<file path="src/rtl/mapper_ram_arbiter_if.sv">
// RAM-side port of the mapper RAM arbiter. The arbiter is the master: it
// raises mem_req with address/direction/data and holds them until the RAM
// answers with a single-cycle mem_ready (read data valid in that cycle).
interface mapper_ram_arbiter_if #(
  parameter int ADDR_W = 27
);
  logic              mem_req;
  logic [ADDR_W-1:0] mem_addr;
  logic              mem_rnw;
  logic [7:0]        mem_din;
  logic [7:0]        mem_dout;
  logic              mem_ready;

  modport master (
    output mem_req, mem_addr, mem_rnw, mem_din,
    input  mem_dout, mem_ready
  );

  modport slave (
    input  mem_req, mem_addr, mem_rnw, mem_din,
    output mem_dout, mem_ready
  );
endinterface

</file>
<file path="src/rtl/mapper_ram_arbiter.sv">
// Arbitrates one single-port RAM between the CPU (via the mapper chip
// select) and a loader that streams writes. The CPU normally wins a
// conflict; the loader may be granted back-to-back up to LD_MAX times while
// a CPU access waits, after which the CPU is forced through.
module mapper_ram_arbiter #(
  parameter int ADDR_W = 27,
  parameter int LD_MAX = 4
) (
  input  logic                clk,
  input  logic                reset_n,
  input  logic                cpu_cs,
  input  logic [ADDR_W-1:0]   cpu_addr,
  input  logic                cpu_rnw,
  input  logic [7:0]          cpu_din,
  output logic [7:0]          cpu_dout,
  output logic                cpu_wait,
  input  logic                ld_req,
  input  logic [ADDR_W-1:0]   ld_addr,
  input  logic [7:0]          ld_din,
  output logic                ld_ack,
  mapper_ram_arbiter_if.master mem
);

  localparam int CNT_W = $clog2(LD_MAX + 1);

  localparam logic [1:0] IDLE    = 2'd0;
  localparam logic [1:0] CPU_ACC = 2'd1;
  localparam logic [1:0] LD_ACC  = 2'd2;

  logic [1:0]        state;
  logic              cs_q;
  logic              cpu_pend;
  logic              cpu_done;
  logic              cpu_abort;
  logic [ADDR_W-1:0] cpu_addr_q;
  logic              cpu_rnw_q;
  logic [7:0]        cpu_din_q;
  logic [CNT_W-1:0]  ld_cnt;

  logic              cpu_rise;
  logic              cpu_pend_now;
  logic              grant_cpu;
  logic              grant_ld;
  logic              mem_done;
  logic              cpu_complete;
  logic [ADDR_W-1:0] req_addr;
  logic              req_rnw;
  logic [7:0]        req_din;

  // Request detection, arbitration decision and CPU stall.
  always_comb begin
    // NOTE: every output of this block gets a default first so no path
    // leaves a value unassigned and no latch is inferred.
    grant_cpu = 1'b0;
    grant_ld  = 1'b0;

    // A CPU cycle starts when cs rises relative to its registered copy;
    // on that cycle the request comes straight from the inputs.
    cpu_rise     = cpu_cs & ~cs_q;
    cpu_pend_now = cpu_rise | (cpu_pend & cpu_cs);
    req_addr     = cpu_rise ? cpu_addr : cpu_addr_q;
    req_rnw      = cpu_rise ? cpu_rnw  : cpu_rnw_q;
    req_din      = cpu_rise ? cpu_din  : cpu_din_q;

    if (state == IDLE) begin
      if (cpu_pend_now &&
          (!ld_req || ld_cnt == '0 || ld_cnt == CNT_W'(LD_MAX))) begin
        grant_cpu = 1'b1;
      end else if (ld_req && !ld_ack) begin
        grant_ld = 1'b1;
      end
    end

    // mem_ready only counts while a request is actually outstanding.
    mem_done     = mem.mem_req & mem.mem_ready;
    cpu_complete = (state == CPU_ACC) && mem_done && cpu_cs && !cpu_abort;
    cpu_wait     = cpu_cs & ~cpu_done;
  end

  // FSM and RAM port: load the winning request, hold it until mem_ready.
  always_ff @(posedge clk or negedge reset_n) begin
    if (!reset_n) begin
      // NOTE: sequential state uses non-blocking assignments so every
      // register samples pre-edge values regardless of block ordering.
      state        <= IDLE;
      mem.mem_req  <= 1'b0;
      mem.mem_rnw  <= 1'b1;
      mem.mem_addr <= '1;
      mem.mem_din  <= 8'h00;
    end else begin
      case (state)
        IDLE: begin
          if (grant_cpu) begin
            state        <= CPU_ACC;
            mem.mem_addr <= req_addr;
            mem.mem_rnw  <= req_rnw;
            mem.mem_din  <= req_din;
          end else if (grant_ld) begin
            state        <= LD_ACC;
            mem.mem_addr <= ld_addr;
            mem.mem_rnw  <= 1'b0;
            mem.mem_din  <= ld_din;
          end
        end
        CPU_ACC, LD_ACC: begin
          if (mem_done) begin
            mem.mem_req <= 1'b0;
            state       <= IDLE;
          end else begin
            mem.mem_req <= 1'b1;
          end
        end
        default: begin
          state       <= IDLE;
          mem.mem_req <= 1'b0;
        end
      endcase
    end
  end

  // CPU side: capture, pending/abort tracking, completion and read data.
  always_ff @(posedge clk or negedge reset_n) begin
    if (!reset_n) begin
      // cs_q starts high so a chip select held through reset is not
      // mistaken for a new access; it must drop and rise again.
      cs_q       <= 1'b1;
      cpu_pend   <= 1'b0;
      cpu_done   <= 1'b0;
      cpu_abort  <= 1'b0;
      cpu_addr_q <= '0;
      cpu_rnw_q  <= 1'b1;
      cpu_din_q  <= 8'h00;
      cpu_dout   <= 8'hFF;
    end else begin
      cs_q <= cpu_cs;

      if (cpu_rise) begin
        cpu_addr_q <= cpu_addr;
        cpu_rnw_q  <= cpu_rnw;
        cpu_din_q  <= cpu_din;
      end

      if (grant_cpu) begin
        cpu_pend <= 1'b0;
      end else if (cpu_rise) begin
        cpu_pend <= 1'b1;
      end else if (!cpu_cs) begin
        cpu_pend <= 1'b0;
      end

      // A cs drop while the RAM is busy orphans the access; its
      // completion must not be reported to a later CPU cycle.
      if (grant_cpu) begin
        cpu_abort <= 1'b0;
      end else if (state == CPU_ACC && !cpu_cs) begin
        cpu_abort <= 1'b1;
      end

      if (!cpu_cs) begin
        cpu_done <= 1'b0;
      end else if (cpu_complete) begin
        cpu_done <= 1'b1;
      end

      if (cpu_complete && mem.mem_rnw) begin
        cpu_dout <= mem.mem_dout;
      end
    end
  end

  // Loader side: completion pulse and the starvation counter.
  always_ff @(posedge clk or negedge reset_n) begin
    if (!reset_n) begin
      ld_ack <= 1'b0;
      ld_cnt <= '0;
    end else begin
      ld_ack <= (state == LD_ACC) && mem_done;

      if (!cpu_pend_now || grant_cpu) begin
        ld_cnt <= '0;
      end else if (grant_ld) begin
        ld_cnt <= ld_cnt + CNT_W'(1);
      end
    end
  end

endmodule

</file>
<file path="src/flat_wrapper.sv">
// flat-port wrapper written by rule: the top's interface ports become plain ports
module mapper_ram_arbiter_flat 
#(
  parameter int ADDR_W = 27,
  parameter int LD_MAX = 4
)
  (clk, reset_n, cpu_cs, cpu_addr, cpu_rnw, cpu_din, cpu_dout, cpu_wait, ld_req, ld_addr, ld_din, ld_ack, mem_mem_req, mem_mem_addr, mem_mem_rnw, mem_mem_din, mem_mem_dout, mem_mem_ready);
  mapper_ram_arbiter_if #(.ADDR_W(ADDR_W)) mem_i ();
  input  logic clk;
  input  logic reset_n;
  input  logic cpu_cs;
  input  logic [ADDR_W-1:0] cpu_addr;
  input  logic cpu_rnw;
  input  logic [7:0] cpu_din;
  output logic [7:0] cpu_dout;
  output logic cpu_wait;
  input  logic ld_req;
  input  logic [ADDR_W-1:0] ld_addr;
  input  logic [7:0] ld_din;
  output logic ld_ack;
  output wire logic [$bits(mem_i.mem_req)-1:0] mem_mem_req;
  output wire logic [$bits(mem_i.mem_addr)-1:0] mem_mem_addr;
  output wire logic [$bits(mem_i.mem_rnw)-1:0] mem_mem_rnw;
  output wire logic [$bits(mem_i.mem_din)-1:0] mem_mem_din;
  input wire logic [$bits(mem_i.mem_dout)-1:0] mem_mem_dout;
  input wire logic [$bits(mem_i.mem_ready)-1:0] mem_mem_ready;
  assign mem_mem_req = mem_i.mem_req;
  assign mem_mem_addr = mem_i.mem_addr;
  assign mem_mem_rnw = mem_i.mem_rnw;
  assign mem_mem_din = mem_i.mem_din;
  assign mem_i.mem_dout = mem_mem_dout;
  assign mem_i.mem_ready = mem_mem_ready;
  mapper_ram_arbiter #(.ADDR_W(ADDR_W), .LD_MAX(LD_MAX)) u_core (.clk(clk), .reset_n(reset_n), .cpu_cs(cpu_cs), .cpu_addr(cpu_addr), .cpu_rnw(cpu_rnw), .cpu_din(cpu_din), .cpu_dout(cpu_dout), .cpu_wait(cpu_wait), .ld_req(ld_req), .ld_addr(ld_addr), .ld_din(ld_din), .ld_ack(ld_ack), .mem(mem_i));
endmodule
</file>
<file path="config.mk">
export PLATFORM = sky130hd
export DESIGN_NAME = mapper_ram_arbiter_flat
export DESIGN_NICKNAME = d
export VERILOG_FILES = /design/src/rtl/mapper_ram_arbiter_if.sv /design/src/rtl/mapper_ram_arbiter.sv /design/src/flat_wrapper.sv
export SDC_FILE = /design/constraint.sdc
export NUM_CORES = 1
export LEC_CHECK = 0
export ABC_AREA = 1
export ABC_CLOCK_PERIOD_IN_PS = 2500
export CORE_ASPECT_RATIO = 0.7
export CORE_MARGIN = 1.5
export CORE_UTILIZATION = 52
export CTS_CLUSTER_DIAMETER = 200
export DETAILED_ROUTE_END_ITERATION = 8
export PLACE_DENSITY = 0.86
export SLEW_MARGIN = 25
export SYNTH_ARGS = -nofsm -noshare
export SYNTH_HDL_FRONTEND = slang
export SYNTH_SLANG_ARGS = --single-unit
</file>
<file path="constraint.sdc">
create_clock -name clk -period 2.5 [get_ports clk]
set_clock_uncertainty 0.15 [all_clocks]
set_input_delay 0.75 -clock clk [delete_from_list [all_inputs] [get_ports clk]]
set_output_delay 0.75 -clock clk [all_outputs]
set_load 0.1 [all_outputs]
</file>
======== Word-level counts from Yosys, hierarchy flattened ========
Index checks and enable logic that the tools add are counted.
cells by class
  $add $sub $neg .......................... 1
  equality and inequality tests ........... 7
  mux-type cells .......................... 29
  bitwise logic cells ..................... 7
  reduce and logical (&&, ||, !) cells .... 24
operators by type and width
  operator                                                count
  two-way mux 27 bit                                      3
  two-way mux 8 bit                                       3
  two-way mux 1 bit                                       16
  logical AND 1 bit                                       8
  two-way mux 2 bit                                       3
  two-way mux 3 bit                                       2
  inequality test 3 x 1 -> 1 bit (second input constant)  2
  nonzero test 2 bit                                      3
  zero test 1 bit                                         5
  bitwise AND 1 bit                                       4
  inequality test 2 x 1 -> 1 bit (second input constant)  2
  one-hot mux 2 bit (2 select lines)                      1
  AND reduction 2 bit                                     2
  adder 3 x 1 -> 3 bit (second input constant)            1
  == test 3 bit (second input constant)                   1
  zero test 3 bit                                         1
  logical OR 1 bit                                        3
  == test 2 x 1 -> 1 bit (second input constant)          1
  == test 2 bit (second input constant)                   1
  zero test 2 bit                                         1
  NOT 1 bit                                               2
  one-hot mux 1 bit (2 select lines)                      1
  OR reduction 2 bit                                      1
  OR 1 bit                                                1
word-level totals
  bits in registers ....................... 91
  input bits .............................. 84
  output and inout bits ................... 47
  word-level logic and storage cells ...... 83

======== Logic depth before layout (Yosys ltp) ========
Gate-level depths: netlist (run 1).
  depth in word-level cells ............... 9
  mapped depth ............................ 10
  gate-level depth less buffers ........... 9

======== Least setup slack after synthesis (run 1) ========
No wires, ideal clock.
  path type ............................... input port to output port
  start point ............................. in cpu_cs
  end point ............................... out cpu_wait
  arrival ................................. 2.057 ns
  data required time ...................... 1.600 ns
  slack ................................... -0.457 ns
  stages on the path ...................... 2
  buffers on the path ..................... 0
  cells stage by stage .................... inv_2 -> nor2_1
on the way
  word-level cells in the longest chain between the ends .. 1
ends and longest elaborated chain
  element            line                      text
  start, declared    flat_wrapper.sv:11        input logic cpu_cs;
  bitwise AND 1 bit  mapper_ram_arbiter.sv:77  cpu_wait = cpu_cs & ~cpu_done;
  end, declared      flat_wrapper.sv:16        output logic cpu_wait;
No other way between the ends.

======== Worst setup path after layout (run 1) ========
Ends and elaborated chain as after synthesis.

==> results.ini, run 1 <==
[outcome]
status = finished clean

[sta]
min_period_ns = 2.11
hold_viol_final = 0
setup_viol = 0
slew_violations = 0
max_slew_margin = 0.568
tightest_slew_ns = 0.647
rsz0062_at_grt = false
timing.final.crit_share = 0.844
final.setup.worst_slack_ns = 0.390
max_freq_mhz = 474

[logic_synthesis]
synth-seq-cells = 90
yosysSeqAreaShare = 0.508
synth.avg_cell_area_um2 = 7.32
synthArstFlopShare = 1.00
ys_warn_count = 0
syn-cell-area_um2 = 4530
yosys-top-cells-area = dfrtp_1 (29%), dfstp_2 (22%), nand2_1 (18%), inv_1 (13%), nor2_1 (6.1%)
yosys_most_used_dff = dfrtp_1
yosys.area.top_type_share = 0.287
synthesis.nets = 707
synth_top_cell_by_area = dfrtp_1
synth-edff-count = 0
syn_inst = 619
yosysUniqueCellTypes = 23

[worst_setup_path]
r2r_end = u_core.mem.mem_din[1]
crit_path_end = cpu_wait
cp-startpoint = cpu_cs
r2r_cells = 10
crit_type = input port to output port
rrSetupSlack_ns = 0.63
cp.arrival_ns = 1.21
critical_path_required_ns = 1.60
cp-end-kind = output port
startpoint_type = input port
reg2reg_from = u_core.ld_cnt[0]
crit_fanout = 2

[floorplanning]
design.core.area_um2 = 8440
die_x_um = 115
die_h_um = 81.1
rows = 28
num_io_pins = 131
dieArea_um2 = 9290
initial_core_util = 0.536

[route]
antenna_left = 0
drt_iter0_drc = 326
vias = 4351
via_per_inst = 4.94
drt-total-wl_mm = 12.8
drc = 0
dr.pass1.iters = 5
wl_per_cell_um = 14.5

[grt]
grt_first_pass_wirelength_mm = 20.5
gr-usage-met3 = 0.0649
grt_pass1_vias = 4297
grt-ovfl-total = 0
grtUsageMet2 = 0.500
use_met1 = 0.373
busiest_layer = met2
track_usage = 0.289
grt_max_degree = 42
antenna_found_initial = 0

[clock_tree]
cts_tree = done
cts_buffers = 9
cts.sinks = 90
cts_hold_buf = 0
cts_setup_buffers = 0
root_buffer = clkbuf_16
postCtsResizedCells = 1
clkSlewWorstSetupHoldPaths_ns = 0.06
insertion_delay_ns = 0.33
htree_levels = 3
clk_path_buf_depth = 2

[place]
dpl_cell_area_um2 = 6380
gp_congestion = 0.869
dp_slack_ns = -0.0883
numPortBuffers = 130
dp_hpwl_mm = 8.73

[power_and_ir_drop]
vdd_drop_max_mv = 0.889
power_leakage_nw = 3.69
p_per_area_nw_per_um2 = 1300

[layout]
multi_input_area_um2 = 1530
final_area_um2 = 6690
nFillCells = 543
seq_area_um2 = 2300
antenna_cells = 0
final_common_cell = nand2_1
mostFrequentLayoutCells = nand2_1 (212), inv_1 (154), clkdlybuf4s50_1 (81), nor2_1 (73), dfrtp_1 (52)
finalNetCount = 843
drive_above_1_share = 0.166
synthToLayoutAreaGrowth_pct = 47.7

[flow_run]
drv_cap = 0

[min_path]
hold_path_class = input port to async pin

-- flip-flops by register name, indices dropped and copies added, names as in the netlist --
signal,count
u_core.mem.mem_din,8
u_core.mem.mem_rnw,1
u_core.mem.mem_addr,27
u_core.cpu_rnw_q,1
u_core.ld_ack,1
u_core.ld_cnt,2
u_core.cpu_dout,8
u_core.cpu_done,1
u_core.mem.mem_req,1
u_core.cs_q,1
u_core.state,2
u_core.cpu_abort,1
u_core.cpu_pend,1
u_core.cpu_din_q,8
u_core.cpu_addr_q,27
-- per-stage QoR --
step                hold WS (ns)  instances   util  total power, mW  TNS (ns)
finish                     0.239        880  0.792             8.67         0
global route               0.273        880  0.792             8.99         0
CTS                        0.256        880  0.792             8.67         0
detailed placement         0.312        864  0.755             7.24    -0.936
global placement           0.315        864  0.755             7.12         0
floorplan                  0.300        619      -             5.49         0
-- final cells by class --
type,count,area share
Inverter,156,0.0875
Clock buffer,13,0.0359
Sequential cell,90,0.344
Tap cell,120,0.0224
Timing Repair Buffer,148,0.272
Multi-Input combinational cell,350,0.229
Clock inverter,3,0.00973
-- layer usage --
metal,up-vias,part of all wire
li1,2067,-
met1,2061,0.42
met2,205,0.49
met3,18,0.072
met4,0,0.014
met5,-,0
-- critical path, stage by stage --
cell	delay, ns
dlymetal6s2s_1	0.11
inv_2	0.06
nor2_4	0.10
buf_12	0.18
-- report_power, final --
part / switching [mW] / internal (mW)
logic: 3.35 / 1.52
clock network: 0.524 / 0.876
registers: 0.361 / 2.04
-- how the worst min path moves through the flow --
stage / startpoint / end / cells after the start / slack, ns
after floorplan: reset_n / u_core.cpu_abort / 0 / 0.30
after global placement: u_core.cpu_rnw_q / u_core.cpu_rnw_q / 2 / 0.31
after detailed placement: u_core.cpu_rnw_q / u_core.cpu_rnw_q / 2 / 0.31
after CTS: reset_n / u_core.cpu_addr_q[11] / 1 / 0.26
after global routing: reset_n / u_core.cpu_addr_q[11] / 1 / 0.27
final: reset_n / u_core.cpu_addr_q[11] / 1 / 0.24
-- synth_stat cells, types with 3 or more instances --
master and count:
buf_1 3, buf_2 11, buf_6 3, clkbuf_1 5
dfrtp_1 52, dfstp_2 38, ha_1 4, inv_1 154
nand2_1 212, nand3_1 6, nand4_1 35, nor2_1 74
o21ai_0 10
-- logic make-up (layout without fill, tap and decap cells) --
group                      Yosys count  in the layout  share of synthesized area
buffers and inverters              179            320                      0.157
DFF                                 90             90                      0.508
and+or+nand+nor                    333            333                      0.307
AOI/OAI and AO/OA                   13             13                     0.0171
adders and majority gates            4              4                     0.0111
No activity file was read; power rests on OpenSTA's default activity.
==> inputs of run 2 (changes only) <==
--- a/config.mk
+++ b/config.mk
@@ -6,13 +6,13 @@
 export NUM_CORES = 1
 export LEC_CHECK = 0
 export ABC_AREA = 1
-export ABC_CLOCK_PERIOD_IN_PS = 2500
+export ABC_CLOCK_PERIOD_IN_PS = 1740
 export CORE_ASPECT_RATIO = 0.7
 export CORE_MARGIN = 1.5
-export CORE_UTILIZATION = 52
+export CORE_UTILIZATION = 43
 export CTS_CLUSTER_DIAMETER = 200
 export DETAILED_ROUTE_END_ITERATION = 8
-export PLACE_DENSITY = 0.86
+export PLACE_DENSITY = 0.76
 export SLEW_MARGIN = 25
 export SYNTH_ARGS = -nofsm -noshare
 export SYNTH_HDL_FRONTEND = slang
==> constraint.sdc (replaced) <==
create_clock -name clk -period 1.74 [get_ports clk]
set_clock_uncertainty 0.15 [all_clocks]
set_input_delay 0.522 -clock clk [delete_from_list [all_inputs] [get_ports clk]]
set_output_delay 0.522 -clock clk [all_outputs]
set_load 0.1 [all_outputs]
==> run 2 against run 1 <==
  * The run now ends with setup timing left
  * Non-clock buffer count is 22 higher
  * Via count shrank 0.64%
  * Clock power up 51%
==> results.ini, run 2 (same netlist as run 1, synthesis figures left out) <==
[outcome]
status = complete, but fails checks
failed_checks = setup timing

[floorplanning]
num_io_pins = 131  ; unchanged
design.core.area_um2 = 10300  ; +22%
die_x_um = 126  ; +9.7%
dieArea_um2 = 11200  ; +20%
rows = 31  ; +11%
initial_core_util = 0.441  ; -0.0958
die_h_um = 88.9  ; +9.6%

[route]
vias = 4323  ; -0.64%
dr.pass1.iters = 5  ; unchanged
wl_per_cell_um = 13.4  ; -7.8%
antenna_left = 0  ; unchanged
drt_iter0_drc = 262  ; -20%
drt-total-wl_mm = 12.2  ; -4.3%
via_per_inst = 4.73  ; -4.3%
drc = 0  ; unchanged

[sta]
rsz0062_at_grt = true
setup_viol = 30  ; +30
tightest_slew_ns = 0.331  ; -0.316 ns
max_freq_mhz = 566
min_period_ns = 1.77
slew_violations = 0  ; unchanged
final.setup.worst_slack_ns = -0.0261  ; -0.416 ns
hold_viol_final = 0  ; unchanged
max_slew_margin = 0.779  ; +0.211
timing.final.crit_share = 1.02
fin_setup_tns_ns = -0.223  ; -0.223 ns

[worst_setup_path]
crit_family = flip-flops
cp-end-kind = output port
cp_slowest_cell = dfstp_2
crit_chain = buf_12
cp.arrival_ns = 1.09  ; -0.12 ns
slowest_delay_ns = 0.57  ; +0.39 ns
reg2reg_from = u_core.ld_cnt[0]
startpoint_type = flop
path_buf_inv = 1  ; -2
critical_path_required_ns = 1.07  ; -0.53 ns
crit_type = flop to output port
r2r_end = u_core.mem.mem_addr[2]
r2r_cells = 10  ; unchanged
crit_fanout = 2  ; unchanged
rrSetupSlack_ns = 0.05  ; -0.58 ns

[place]
dp_hpwl_mm = 8.60  ; -1.4%
dp_slack_ns = -0.449  ; -0.360 ns
gp_congestion = 0.821  ; -5.5%
numPortBuffers = 130  ; unchanged

[layout]
synthToLayoutAreaGrowth_pct = 57.4
nFillCells = 795  ; +46%
drive_above_1_share = 0.206  ; +0.0401
antenna_cells = 0  ; unchanged
final_common_cell = nand2_1
finalNetCount = 865  ; +2.6%
top_regs = u_core.cpu_addr_q (27), u_core.mem.mem_addr (27)
mostFrequentLayoutCells = nand2_1 (211), inv_1 (151), clkdlybuf4s50_1 (80), nor2_1 (72), buf_12 (54)
seq_area_um2 = 2300  ; +0.22%
multi_input_area_um2 = 1560  ; +1.8%

[clock_tree]
cts_buffers = 9  ; unchanged
root_buffer = clkbuf_16
cts.sinks = 90  ; unchanged
cts_tree = done
htree_levels = 3  ; unchanged
insertion_delay_ns = 0.34  ; about the same
clk_path_buf_depth = 2  ; unchanged
clkSlewWorstSetupHoldPaths_ns = 0.07  ; about the same

[min_path]
whs_endpoint = u_core.cs_q
hold_path_class = input port to flop
whs_path_depth = 2
hold_start = cpu_cs

[grt]
grt_pass1_vias = 4271  ; -0.61%
grt_max_degree = 29  ; -31%
grt_first_pass_wirelength_mm = 19.9  ; -2.6%
grt-ovfl-total = 0  ; unchanged
antenna_found_initial = 0  ; unchanged
track_usage = 0.228  ; -0.0609

[flow_run]
drv_cap = 0  ; unchanged

[power_and_ir_drop]
vdd_drop_max_mv = 0.981  ; +10%
power_leakage_nw = 3.87  ; +5.0%
finalPower_mw = 13.1  ; +51%
p_per_area_nw_per_um2 = 1840  ; +42%

==> run 2: routing by layer <==
metal  share of wire  GRT usage
met5               0          0
met4           0.016     0.0847
met3           0.073     0.0550
met2            0.48      0.390
met1            0.44      0.286
==> run 2: metrics by stage <==
| stage | cells | hold WS [ns] | area [um^2] | util |
|---|---|---|---|---|
| 3_5_place_dp | 888 | 0.289 | 6680 | 0.650 |
| 6_report | 914 | 0.315 | 7130 | 0.693 |
| 3_3_place_gp | 888 | 0.289 | 6680 | 0.650 |
| 4_1_cts | 912 | 0.297 | 7110 | 0.692 |
| 2_1_floorplan | 619 | 0.0764 | 4540 | - |
| 5_1_grt | 914 | 0.304 | 7130 | 0.693 |
==> run 2: where the power goes <==
part           switching (mW)  total [mW]  leakage, nW  internal [mW]
Combinational            4.83        7.52         2.72           2.68
Sequential              0.552        3.49        0.984           2.94
Clock                   0.846        2.12        0.161           1.27
Total                    6.23        13.1         3.87           6.90
==> run 2: timing repair <==
item                       CTS  global route
setup endpoints to repair   85            77
hold endpoints to repair     4             0
gates resized for setup     12            11
cloned                       1             0
setup buffers                6             4
pin swaps                    3             6
hold buffers                 1             0
==> run 2: final cells by class <==
class | instances | share of cell area
Timing Repair Buffer | 170 | 0.307
Clock inverter | 7 | 0.0140
Tap cell | 132 | 0.0232
Multi-Input combinational cell | 350 | 0.218
Clock buffer | 9 | 0.0316
Inverter | 156 | 0.0825
Sequential cell | 90 | 0.323
==> run 2: worst max path at each step <==
stage                                  from                       to  slack, ns  cells after the start
floorplan                            cpu_cs                 cpu_wait       0.02                      2
global placement                     cpu_cs                 cpu_wait      -0.42                      4
detailed placement                   cpu_cs                 cpu_wait      -0.45                      4
CTS                 u_core.mem.mem_addr[11]         mem_mem_addr[11]      -0.04                      1
global route               u_core.ld_cnt[0]  u_core.mem.mem_addr[14]      -0.06                     10
finish              u_core.mem.mem_addr[11]         mem_mem_addr[11]      -0.03                      1
